$ cat config.mk
export PLATFORM = sky130hd
export DESIGN_NAME = booth_mac_32
export DESIGN_NICKNAME = d
export VERILOG_FILES = /design/src/rtl/booth_mac_32.sv
export SDC_FILE = /design/constraint.sdc
export NUM_CORES = 1
export LEC_CHECK = 0
export BUFFER_PORTS_ARGS = -buffer_cell sky130_fd_sc_hd__buf_2
export CAP_MARGIN = 10
export CORE_MARGIN = 5
export CORE_UTILIZATION = 61
export CTS_CLUSTER_SIZE = 12
export DETAILED_ROUTE_END_ITERATION = 8
export GPL_TIMING_DRIVEN = 0
export MAX_ROUTING_LAYER = met4
export PLACE_DENSITY = 0.94
export SLEW_MARGIN = 0
export SYNTH_ARGS = -nofsm -noshare
export SYNTH_HDL_FRONTEND = slang
export SYNTH_SLANG_ARGS = --single-unit
$ cat constraint.sdc
create_clock -name clk -period 11.8 [get_ports clk]
set_input_delay 2.95 -clock clk [delete_from_list [all_inputs] [get_ports clk]]
set_output_delay 2.95 -clock clk [all_outputs]
set_load 0.01 [all_outputs]
$ cat src/rtl/booth_mac_32.sv
// Sequential radix-4 Booth multiply-accumulate: result = multiplicand*multiplier + addend.
// One Booth digit is retired per clock; start/busy/done handshake.
module booth_mac_32 #(
  parameter int unsigned WIDTH = 32
) (
  input  logic               clk,
  input  logic               rst,
  input  logic               start,
  input  logic [WIDTH-1:0]   multiplicand,
  input  logic [WIDTH-1:0]   multiplier,
  input  logic [WIDTH:0]     addend,
  output logic               busy,
  output logic               done,
  output logic [2*WIDTH:0]   result
);

  localparam int unsigned NDIG = WIDTH / 2 + 1;
  localparam int unsigned AW   = 2 * WIDTH + 3;
  localparam int unsigned CW   = $clog2(NDIG);
  localparam int unsigned YW   = WIDTH + 3;

  typedef enum logic [1:0] {
    S_IDLE,
    S_RUN,
    S_DONE
  } state_t;

  state_t          state_q;
  state_t          state_d;
  logic [AW-1:0]   acc_q;
  logic [AW-1:0]   mcand_q;
  logic [YW-1:0]   y_q;
  logic [CW-1:0]   dig_q;
  logic [AW-1:0]   term;
  logic [AW-1:0]   acc_sum;
  logic            accept;
  logic            last_dig;

  assign accept   = start && (state_q != S_RUN);
  assign last_dig = (state_q == S_RUN) && (dig_q == CW'(NDIG - 1));
  assign busy     = (state_q == S_RUN);
  assign done     = (state_q == S_DONE);

  always_ff @(posedge clk or posedge rst) begin
    if (rst) begin
      state_q <= S_IDLE;
    end else begin
      state_q <= state_d;
    end
  end

  always_comb begin
    state_d = state_q;
    unique case (state_q)
      S_IDLE:  if (start) state_d = S_RUN;
      S_RUN:   if (last_dig) state_d = S_DONE;
      S_DONE:  state_d = start ? S_RUN : S_IDLE;
      default: state_d = S_IDLE;
    endcase
  end

  // y_q[2:0] is {y[2i+1], y[2i], y[2i-1]}; bit 0 starts as the implicit y[-1]=0.
  always_comb begin
    term = '0;
    unique case (y_q[2:0])
      3'b001, 3'b010: term = mcand_q;
      3'b011:         term = mcand_q << 1;
      3'b100:         term = -(mcand_q << 1);
      3'b101, 3'b110: term = -mcand_q;
      default:        term = '0;
    endcase
    acc_sum = acc_q + term;
  end

  // Two's-complement accumulator may dip negative mid-run; the final value is non-negative.
  always_ff @(posedge clk or posedge rst) begin
    if (rst) begin
      acc_q   <= '0;
      mcand_q <= '0;
      y_q     <= '0;
      dig_q   <= '0;
      result  <= '0;
    end else if (accept) begin
      acc_q   <= AW'(addend);
      mcand_q <= AW'(multiplicand);
      y_q     <= {2'b00, multiplier, 1'b0};
      dig_q   <= '0;
    end else if (state_q == S_RUN) begin
      acc_q   <= acc_sum;
      mcand_q <= mcand_q << 2;
      y_q     <= y_q >> 2;
      dig_q   <= dig_q + 1'b1;
      if (last_dig) begin
        result <= acc_sum[2*WIDTH:0];
      end
    end
  end

endmodule
* Word level (Yosys, flattened, before mapping) *
Cells that the tools add are included.

storage, ports and cells
  register bits = 241
  output and inout port bits = 67
  word-level logic and storage cells = 44

operators by class
  add/sub/neg operators = 4
  eq/ne operators = 12
  mux-type cells = 13
  bitwise logic cells = 1
  reductions and logical operators = 8

operators with widths
  kind                 number
  $mux 67              4
  $pmux 67 s4          1
  $neg 67->67          2
  $mux 35              2
  $add 67x67->67       1
  $mux 5               2
  $eq 3x3->1 const B   3
  $eq 3x2->1 const B   2
  $pmux 2 s3           1
  $add 5x1->5 const B  1
  $eq 5x5->1 const B   1
  $mux 2               2
  $ne 2x1->1 const B   2
  $reduce_or 2->1      2
  $eq 3x1->1 const B   1
  $reduce_and 3->1     1
  $eq 2x1->1 const B   1
  $eq 2x2->1 const B   1
  $logic_and 1x1->1    2
  $logic_not 2->1      1
  $ne 2x2->1 const B   1
  $reduce_and 2->1     1
  $reduce_bool 2->1    1
  $mux 1               1
  $not 1->1            1

* Depth between registers and ports, before layout *
Gate-level depths: netlist (run 1).

  word-level depth = 6
  depth in mapped cells = 24

* Worst setup path before layout (run 1) *
No wires, ideal clock.

  path type = register to register
  start = register mcand_q[2]
  end = register acc_q[59]
  arrival = 5.625 ns
  path slack = 6.040 ns
  stages on the path, launching flop included = 22
  path through = dfrtp_1 clkbuf_1 nor4_2 nand3_1 or4b_2 or3_1 or4_1 or3_1 nand2_1 xor2_1 o21ai_0 ha_1 clkbuf_1 nand4_1 nor4_1 inv_1 a2111o_1 a31oi_1 a211oi_1 o21ai_0 xnor2_1 o21ai_0

between the ends
  longest elaborated chain between the ends = 5

RTL lines
  item                                   RTL line  source
  start, declared                        31        logic [AW-1:0] mcand_q;
  start signal, assigned                 85        mcand_q <= AW'(multiplicand);
  start signal, assigned                 90        mcand_q <= mcand_q << 2;
  $neg 67->67, on equally long branches  69, 68
  $pmux 67 s4 (*)                        65        unique case (y_q[2:0])
  $add 67x67->67 (*)                     72        acc_sum = acc_q + term;
  $mux 67 (*)                            88        end else if (state_q == S_RUN) begin
  $mux 67 (*)                            83        end else if (accept) begin
  end signal, assigned                   84        acc_q <= AW'(addend);
  end signal, assigned                   89        acc_q <= acc_sum;
  end, declared                          30        logic [AW-1:0] acc_q;

Every way passes the cells marked *; elsewhere a longest branch is shown, timed or not. The select of a mux whose other input is x is not followed.
A chain may end at the register's enable or synchronous reset.

* Final worst setup path (run 1) *
  start = register mcand_q[2]
  end = register acc_q[63]

The elaborated chain is that of the path after synthesis.

==> results of run 1 <==
[metrics by stage]
stage	utilization	instance area, um2
after floorplan	-	16700
after global placement	0.667	18000
after detailed placement	0.668	18000
after CTS	0.699	18800
after global routing	0.699	18800
final	0.699	18800
[flip-flops by register name, summed over array words and instances (netlist names)]
name,cells
acc_q,65
dig_q,5
mcand_q,65
result,65
state_q,2
y_q,33
[metal layers]
metal,GRT usage,up-vias
li1,-,7854
met2,0.598,1151
met3,0.0650,240
met5,-,-
met4,0.193,0
met1,0.471,8197
[cell families after synthesis]
family	count (synthesis)
simple gates	773
mux	101
flops	235
fa+ha+maj	68
xor+xnor	132
buf+inv	200
compound gates	609
[worst min path at each step]
stage | start | end | slack, ns | depth (start not counted)
after floorplan | y_q[12]$_DFFE_PP0P_ | y_q[10]$_DFFE_PP0P_ | 0.45 | 2
after global placement | result[21]$_DFFE_PP0P_ | result[21]$_DFFE_PP0P_ | 0.46 | 2
after detailed placement | result[25]$_DFFE_PP0P_ | result[25]$_DFFE_PP0P_ | 0.46 | 2
after CTS | result[47]$_DFFE_PP0P_ | result[47]$_DFFE_PP0P_ | 0.48 | 2
after global routing | result[42]$_DFFE_PP0P_ | result[42]$_DFFE_PP0P_ | 0.49 | 2
final | result[47]$_DFFE_PP0P_ | result[47]$_DFFE_PP0P_ | 0.47 | 2
[cells in the mapped netlist (all sizes together), types with 35 or more instances]
cell    number
nor2       119
nand3       48
a21oi      102
nand2      437
dfrtp      235
ha          67
xor2        72
a22oi       35
nor3        36
clkbuf     155
o21ai      313
mux2i       92
xnor2       60
[cell type report]
class / count / area, um2 / area share
multi-input cells: 1683 / 10100 / 0.534
clock inverters: 6 / 63.8 / 0.00339
plain buffers: 177 / 686 / 0.0364
clock buffers: 37 / 763 / 0.0405
repair buffers: 167 / 858 / 0.0456
inverters: 23 / 93.8 / 0.00498
well taps: 341 / 427 / 0.0227
flip-flops and latches: 235 / 5880 / 0.312
[tightest hold or removal path, delay by kind of cell (launching register included)]
kind	cells	cell delay (ns)
and+or+nand+nor	1	0.05
AOI/OAI and AO/OA	1	0.06
DFF	1	0.33
==> flow_metrics.tcl, run 1 <==
set metrics [dict create \
    areaGrowthSynthToFinish_pct 12.7 \
    synth_cells 2118 \
    hpwl_mm 44.1 \
    worstMarginPinSlew_ns 1.20 \
    numCtsBuffers 26 \
    post_cts_resized 0 \
    cts_tree "yes" \
    routed_wl_mm 58.7 \
    relSlewSlack 0.192 \
    top_layer_used "met4" \
    crit_end "acc_q[63]$_DFFE_PP0P_" \
    fin_ws_ns 4.43 \
    start_util 0.620 \
    final_cells 2669 \
    yosys.area_share.simple 0.205 \
    grt_pass1_wl_mm 90.3 \
    grt_setup_unrepaired "no" \
    crit_top_cell "o21ai_0" \
    worstSetupEndpointType "flop" \
    final-hold-violation-count 0 \
    fillCellCount 2144 \
    port_buffers 166 \
    fmax_mhz 136 \
    cts.clk_slew.worst_paths_ns 0.06 \
    io_pins 167 \
    syn-num-nets 2286 \
    reg2reg_depth 21 \
    period_share 0.624 \
    die_y_um 176 \
    grt-ovfl-total 0 \
    first_pass_iters 6 \
    wl_met2_mm 26.8 \
    setup_viol 0 \
    finalWeightedCongestion 1.00 \
    synth_top_area_frac 0.352 \
    async_reset_ff_frac 1.00 \
    pre_cts_ws_ns 4.64 \
    drtAntennaViolNets 0 \
    die_w_um 176 \
    synth_top_family_by_area "compound AO/OA/AOI/OAI gates" \
    die-area_um2 30800 \
    synthXorXnorAreaFrac 0.0692 \
    routedWlPerCell_um 22.0 \
    path_buf_inv 3 \
    routed_via_density 6.54 \
    clkLatencyLatePin_ns 0.56 \
    critical_path_class "reg -> reg" \
    worst_path_largest_cell_delay_ns 0.76 \
    htree_levels 1 \
    cts_num_sinks 235 \
    placed_cells 2626 \
    layout_common_cells "nand2_1, o21ai_0, dfrtp_1" \
    skew_ns 0.0225 \
    path_cells "clkbuf_1 -> nor4_2 -> nand3_1 -> or4b_2 -> or3_1 -> or4_1 -> or3_1 -> nand2_1 -> xor2_1 -> o21ai_0 -> ha_1 -> clkbuf_1 -> nand4_1 -> nor4_1 -> inv_1 -> a2111o_1 -> a31oi_1 -> a211oi_1 -> o21ai_0 -> xnor2_1 -> o21ai_0" \
    drt_iter0_markers 2242 \
    netlist_area_um2 16700 \
    cts-root-buf "clkbuf_16" \
    drive_above_1_share 0.104 \
    worstSetupPathDepth 21 \
    core-area_um2 27000 \
    final_common_cell "nand2_1" \
    postCtsSetupRepairBufs 0 \
    synth_compound_area_frac 0.215 \
    yosysTopAreaCell "dfrtp_1" \
    cts_hold_buf 0 \
    critPathMaxFanout 8 \
    critPathSlowestCell "or4b_2" \
    r2r-start "mcand_q[2]$_DFFE_PP0P_" \
    hold_slack_ns 0.475 \
    synthMuxAreaShare 0.0612 \
    grt_antenna_before_repair 0 \
    yosysWarnings 0 \
    rows 60 \
    synth_cell_types 69 \
    drv_cap 0 \
    cpLargestDelayFamily "simple AND/OR/NAND/NOR gates" \
    cts_max_path_buffers 3 \
    crit_required_ns 12.19 \
    grt_pass1_vias 16500 \
    vias 17400 \
    nets 2481 \
    tns_ns 0 \
    synthTopCellsByArea "dfrtp_1, nand2_1, o21ai_0" \
    synthAdderAreaFrac 0.0514 \
    wl_met3_mm 5.57 \
    n_antenna_cell 0 \
    slew_viol_final 0 \
    critPathLaunch "mcand_q[2]$_DFFE_PP0P_" \
    finalCriticalPeriod_ns 7.37 \
    rr_endpoint "acc_q[63]$_DFFE_PP0P_" \
    drc 0 \
    ys_seq_area_frac 0.352 \
    synth_edf_count 0 \
    r2r_slack_ns 4.43 \
    grtUsageTotal 0.379 \
    avgSynthCellArea_um2 7.89 \
    hold_class "reg -> reg" \
    setup.worst_path.start_class "flop" \
    synth_seq_cells 235 \
    status "finished, final reports clean" \
    ys.flop_type "dfrtp_1" \
    met1_length_mm 22.4 \
    critical_path_arrival_ns 7.76 \
    grt_max_degree 128 \
]
Power of run 1 is not shown: default switching activity piles up to over one toggle a cycle in this logic, so the estimate is an artifact.
==> run 2: changes to the inputs <==
- ABC_AREA: not set -> 1
- clock period: 11.8 -> 7.47 ns (I/O delays scaled with it)
==> flow_metrics.tcl, run 2 <==
set metrics [dict create \
    status "finished, final reports clean" \
    holdCritStartpoint "result[48]$_DFFE_PP0P_" \
    postCtsSetupRepairBufs 0 \
    grt_pass1_wl_mm 103 \
    htree_levels 1 \
    hold-path-cell-count 2 \
    hpwl_mm 52.8 \
    hold_class "reg -> reg" \
    synth_seq_cells 235 \
    routedWlPerCell_um 21.7 \
    path_buf_inv 3 \
    drtAntennaViolNets 0 \
    synth_commonest_cells "nand2_1, inv_1, nor2_1" \
    critical_path_class "reg -> reg" \
    numCtsBuffers 26 \
    final_core_util 0.700 \
    cts.clk_slew.worst_paths_ns 0.07 \
    synth_cells 2513 \
    hold_slack_ns 0.473 \
    drive_above_1_share 0.0983 \
    setup_viol 0 \
    netlist_area_um2 17200 \
    synth_cell_types 48 \
    drt_iter0_markers 2795 \
    async_reset_ff_frac 1.00 \
    cts_max_path_buffers 3 \
    final-hold-violation-count 0 \
    clkLatencyLatePin_ns 0.57 \
    vias 19500 \
    relSlewSlack 0.344 \
    grtUsageTotal 0.432 \
    worst_path_largest_cell_delay_ns 0.75 \
    cts_num_sinks 235 \
    drv_cap 0 \
    die-area_um2 31600 \
    avgSynthCellArea_um2 6.84 \
    nets 2880 \
    post_cts_resized 0 \
    synth_top_area_frac 0.342 \
    finalWeightedCongestion 1.12 \
    die_y_um 178 \
    finalCriticalPeriod_ns 4.88 \
    syn-num-nets 2681 \
    crit_required_ns 7.88 \
    period_share 0.654 \
    slew_viol_final 0 \
    reg2reg_depth 18 \
    min_to "result[48]$_DFFE_PP0P_" \
    skew_ns 0.0278 \
    r2r_slack_ns 2.59 \
    grt_antenna_before_repair 3 \
    grt_max_degree 43 \
    r2r-start "y_q[1]$_DFFE_PP0P_" \
    setup.worst_path.start_class "flop" \
    tns_ns 0 \
    yosysTopAreaCell "dfrtp_1" \
    fmax_mhz 205 \
    grt_pass1_vias 18400 \
    cts_hold_buf 0 \
    start_util 0.619 \
    synthTopCellsByArea "dfrtp_1, nand2_1, nand3_1" \
    routed_wl_mm 67.4 \
    cpLargestDelayFamily "simple AND/OR/NAND/NOR gates" \
    reg_top3 "acc_q x65, mcand_q x65, result x65" \
    layout_common_cells "nand2_1, inv_1, nor2_1" \
    cts-root-buf "clkbuf_16" \
    critPathSlowestCell "nor2_1" \
    drc 0 \
    die_w_um 178 \
    worstMarginPinSlew_ns 0.980 \
    synth_edf_count 0 \
    grt-ovfl-total 0 \
    crit_top_cell "nand2_1" \
    rows 61 \
    ys_seq_area_frac 0.342 \
    yosysWarnings 0 \
    first_pass_iters 6 \
    synth.most_common_cell "nand2_1" \
    port_buffers 166 \
    cts_tree "yes" \
    final_common_cell "nand2_1" \
    critical_path_arrival_ns 5.30 \
    rr_endpoint "result[28]$_DFFE_PP0P_" \
    path_cells "inv_1 -> nand2_1 -> nand2_1 -> nor2_1 -> clkbuf_1 -> nand2_1 -> o2111ai_1 -> ha_1 -> a21oi_1 -> nand2_1 -> nand2_1 -> nand2_1 -> a21oi_1 -> inv_1 -> nand2_1 -> nand2_1 -> xnor2_1 -> o21ai_0" \
    core-area_um2 27800 \
    io_pins 167 \
    critPathMaxFanout 10 \
    worstSetupEndpointType "flop" \
    grt_setup_unrepaired "no" \
    areaGrowthSynthToFinish_pct 13.2 \
    ys.flop_type "dfrtp_1" \
    routed_via_density 6.28 \
]
==> run 2: cell count changes in the layout (fill, tap and decap cells not counted), sizes merged, moves of 28 or more <==
cell,delta
nand2,+325
inv,+269
o21ai,-208
nand3,+168
nor2,+160
clkbuf,-105
mux2i,-90
o22ai,+59
xnor2,-42
a22oi,-34
or3,-28
==> run 2: per-layer routing <==
layer  part of all wire  vias up  global-route usage
li1                   -     8741                   -
met3               0.12      278              0.0957
met1               0.39     9191               0.566
met2               0.43     1310               0.649
met4              0.054        0               0.186
met5                  0        -                   -
==> run 2: worst max-delay path by stage <==
stage | startpoint | to | slack (ns) | depth (start not counted)
final | y_q[1]$_DFFE_PP0P_ | result[28]$_DFFE_PP0P_ | 2.59 | 18
after global placement | rst | mcand_q[51]$_DFFE_PP0P_ | 1.24 | 2
after CTS | state_q[1]$_DFFE_PP0P_ | busy | 2.66 | 7
after detailed placement | y_q[1]$_DFFE_PP0P_ | result[61]$_DFFE_PP0P_ | 2.94 | 16
after floorplan | rst | acc_q[0]$_DFFE_PP0P_ | 2.52 | 1
after global routing | mcand_q[0]$_DFFE_PP0P_ | result[49]$_DFFE_PP0P_ | 2.42 | 25
==> run 2: worst min-delay path, stage by stage (launching register included) <==
cell and delay [ns]:
dfrtp_1 0.34, nand2_1 0.05, nand2_1 0.05
==> run 2: layout make-up <==
cell class	instances	area, um2
Clock inverter	11	169
Multi-Input combinational cell	1900	9860
Sequential cell	235	5880
Antenna cell	4	10.0
Tap cell	378	473
Buffer	82	330
Inverter	296	1120
Clock buffer	30	676
Timing Repair Buffer	171	931
Fill cell	2460	8330
==> run 2: kinds of logic (layout without fill, tap and decap cells) <==
family | after synthesis | count (layout) | share of synthesized area
other | 0 | 4 | 0
XOR/XNOR | 75 | 75 | 0.0382
multiplexers | 2 | 2 | 0.00116
buffers and inverters | 378 | 590 | 0.0839
flip-flops | 235 | 235 | 0.342
adder cells (fa/ha/maj) | 68 | 68 | 0.0499
AO/OA/AOI/OAI | 412 | 412 | 0.154
AND/OR/NAND/NOR | 1343 | 1343 | 0.331
==> run 2: stage by stage <==
| step | instances | cell area, um2 | setup slack, ns |
|---|---|---|---|
| 4_1_cts | 3103 | 19400 | 2.66 |
| 5_1_grt | 3106 | 19400 | 2.42 |
| 3_3_place_gp | 3057 | 18500 | 1.24 |
| 2_1_floorplan | 2513 | 17200 | 2.52 |
| 3_5_place_dp | 3062 | 18600 | 2.94 |
| 6_report | 3107 | 19400 | 2.59 |
Power of run 2 is left out for the same reason.
==> run 3: changes to the inputs <==
- clock period: 7.47 -> 5 ns (I/O delays scaled with it)
==> flow_metrics.tcl, run 3 (same netlist as run 2, synthesis figures left out) <==
set metrics [dict create \
    status "finished, final reports clean" \
    die_y_um 178 \
    grt-ovfl-total 0 \
    grt_pass1_vias 18400 \
    critical_path_class "reg -> reg" \
    relSlewSlack 0.346 \
    rows 61 \
    slew_viol_final 0 \
    grt_max_degree 43 \
    cts-root-buf "clkbuf_16" \
    die_w_um 178 \
    placed_cells 3062 \
    final_core_util 0.700 \
    cts_num_sinks 235 \
    rr_endpoint "result[61]$_DFFE_PP0P_" \
    hold-path-cell-count 2 \
    cts_hold_buf 0 \
    grtUsageTotal 0.432 \
    postCtsSetupRepairBufs 0 \
    worst_path_largest_cell_delay_ns 0.43 \
    critPathMaxFanout 5 \
    drtAntennaViolNets 0 \
    drv_cap 0 \
    setup_viol 0 \
    first_pass_iters 9 \
    holdCritStartpoint "result[48]$_DFFE_PP0P_" \
    cts.clk_slew.worst_paths_ns 0.06 \
    hold_class "reg -> reg" \
    critPathSlowestCell "ha_1" \
    worstMarginPinSlew_ns 0.977 \
    layout_common_cells "nand2_1, inv_1, nor2_1" \
    r2r_slack_ns 0.16 \
    min_to "result[48]$_DFFE_PP0P_" \
    io_pins 167 \
    reg2reg_depth 22 \
    drc 0 \
    final_cells 3106 \
    hold_slack_ns 0.473 \
    grt_pass1_wl_mm 103 \
    r2r-start "mcand_q[0]$_DFFE_PP0P_" \
    routed_via_density 6.30 \
    finalWeightedCongestion 1.12 \
    setup.worst_path.start_class "flop" \
    reg_top3 "acc_q x65, mcand_q x65, result x65" \
    start_util 0.619 \
    core-area_um2 27800 \
    crit_required_ns 5.45 \
    routedWlPerCell_um 21.7 \
    routed_wl_mm 67.5 \
    final_common_cell "nand2_1" \
    pre_cts_ws_ns 0.466 \
    final-hold-violation-count 0 \
    vias 19600 \
    worstSetupEndpointType "flop" \
    clkLatencyLatePin_ns 0.57 \
    skew_ns 0.0252 \
    period_share 0.967 \
    die-area_um2 31600 \
    drive_above_1_share 0.0991 \
    fin_ws_ns 0.165 \
    drt_iter0_markers 2919 \
    path_cells "inv_2 -> ha_1 -> inv_1 -> nor2_2 -> inv_2 -> nor2_2 -> nand3b_1 -> nor2_1 -> nand2_1 -> xor2_1 -> inv_1 -> nand2_1 -> o2111ai_1 -> ha_1 -> a21oi_1 -> o21ai_0 -> a21oi_1 -> o21ai_0 -> a21oi_1 -> nand3_1 -> nand3_1 -> nand2_1" \
    htree_levels 1 \
    fmax_mhz 207 \
    critical_path_arrival_ns 5.29 \
    cts_max_path_buffers 3 \
    nets 2880 \
    cts_tree "yes" \
    numCtsBuffers 26 \
    port_buffers 166 \
    hpwl_mm 52.8 \
    areaGrowthSynthToFinish_pct 13.2 \
    finalCriticalPeriod_ns 4.84 \
    grt_antenna_before_repair 3 \
]
-- run 3: timing repair --
| action | 4_1_cts | 5_1_grt |
|---|---|---|
| endpoints found under the hold margin | 0 | 0 |
| gates resized for setup | 0 | 2 |
| setup endpoints to repair | 0 | 4 |
-- run 3: cell type report --
type | instances | area (um2)
Fill cell | 2462 | 8330
Antenna cell | 3 | 7.51
Buffer | 82 | 330
Sequential cell | 235 | 5880
Inverter | 296 | 1120
Clock inverter | 11 | 169
Tap cell | 378 | 473
Clock buffer | 30 | 676
Timing Repair Buffer | 171 | 931
Multi-Input combinational cell | 1900 | 9870
-- run 3: metal layers --
metal / up-vias / global-route usage / share of wire
met5: - / - / 0
met4: 0 / 0.186 / 0.058
met3: 294 / 0.0957 / 0.12
met2: 1409 / 0.649 / 0.43
met1: 9113 / 0.566 / 0.39
li1: 8738 / - / -
-- run 3: worst max-delay path by stage --
stage / start / end / slack [ns] / cells past startpoint
finish: mcand_q[0]$_DFFE_PP0P_ / result[61]$_DFFE_PP0P_ / 0.16 / 22
global route: mcand_q[0]$_DFFE_PP0P_ / acc_q[51]$_DFFE_PP0P_ / -0.004 / 25
CTS: y_q[1]$_DFFE_PP0P_ / result[59]$_DFFE_PP0P_ / 0.40 / 21
detailed placement: y_q[1]$_DFFE_PP0P_ / result[61]$_DFFE_PP0P_ / 0.47 / 16
global placement: rst / mcand_q[51]$_DFFE_PP0P_ / -0.61 / 2
floorplan: rst / acc_q[0]$_DFFE_PP0P_ / 0.67 / 1
-- run 3: metrics by stage --
| stage | area, um2 | TNS [ns] |
|---|---|---|
| floorplan | 17200 | 0 |
| global placement | 18500 | -136.57 |
| detailed placement | 18600 | 0 |
| CTS | 19400 | 0 |
| global route | 19500 | -0.00427 |
| finish | 19500 | 0 |
-- run 3: critical path, delay by kind of cell (launching register included) --
kind	cells	cell delay, ns
AOI/OAI and AO/OA	6	1.60
xor gates and xnor gates	1	0.14
adders and majority gates	2	0.73
buffers and inverters	4	0.33
DFF	1	0.40
and+or+nand+nor	9	1.49
Power of run 3 is left out for the same reason.
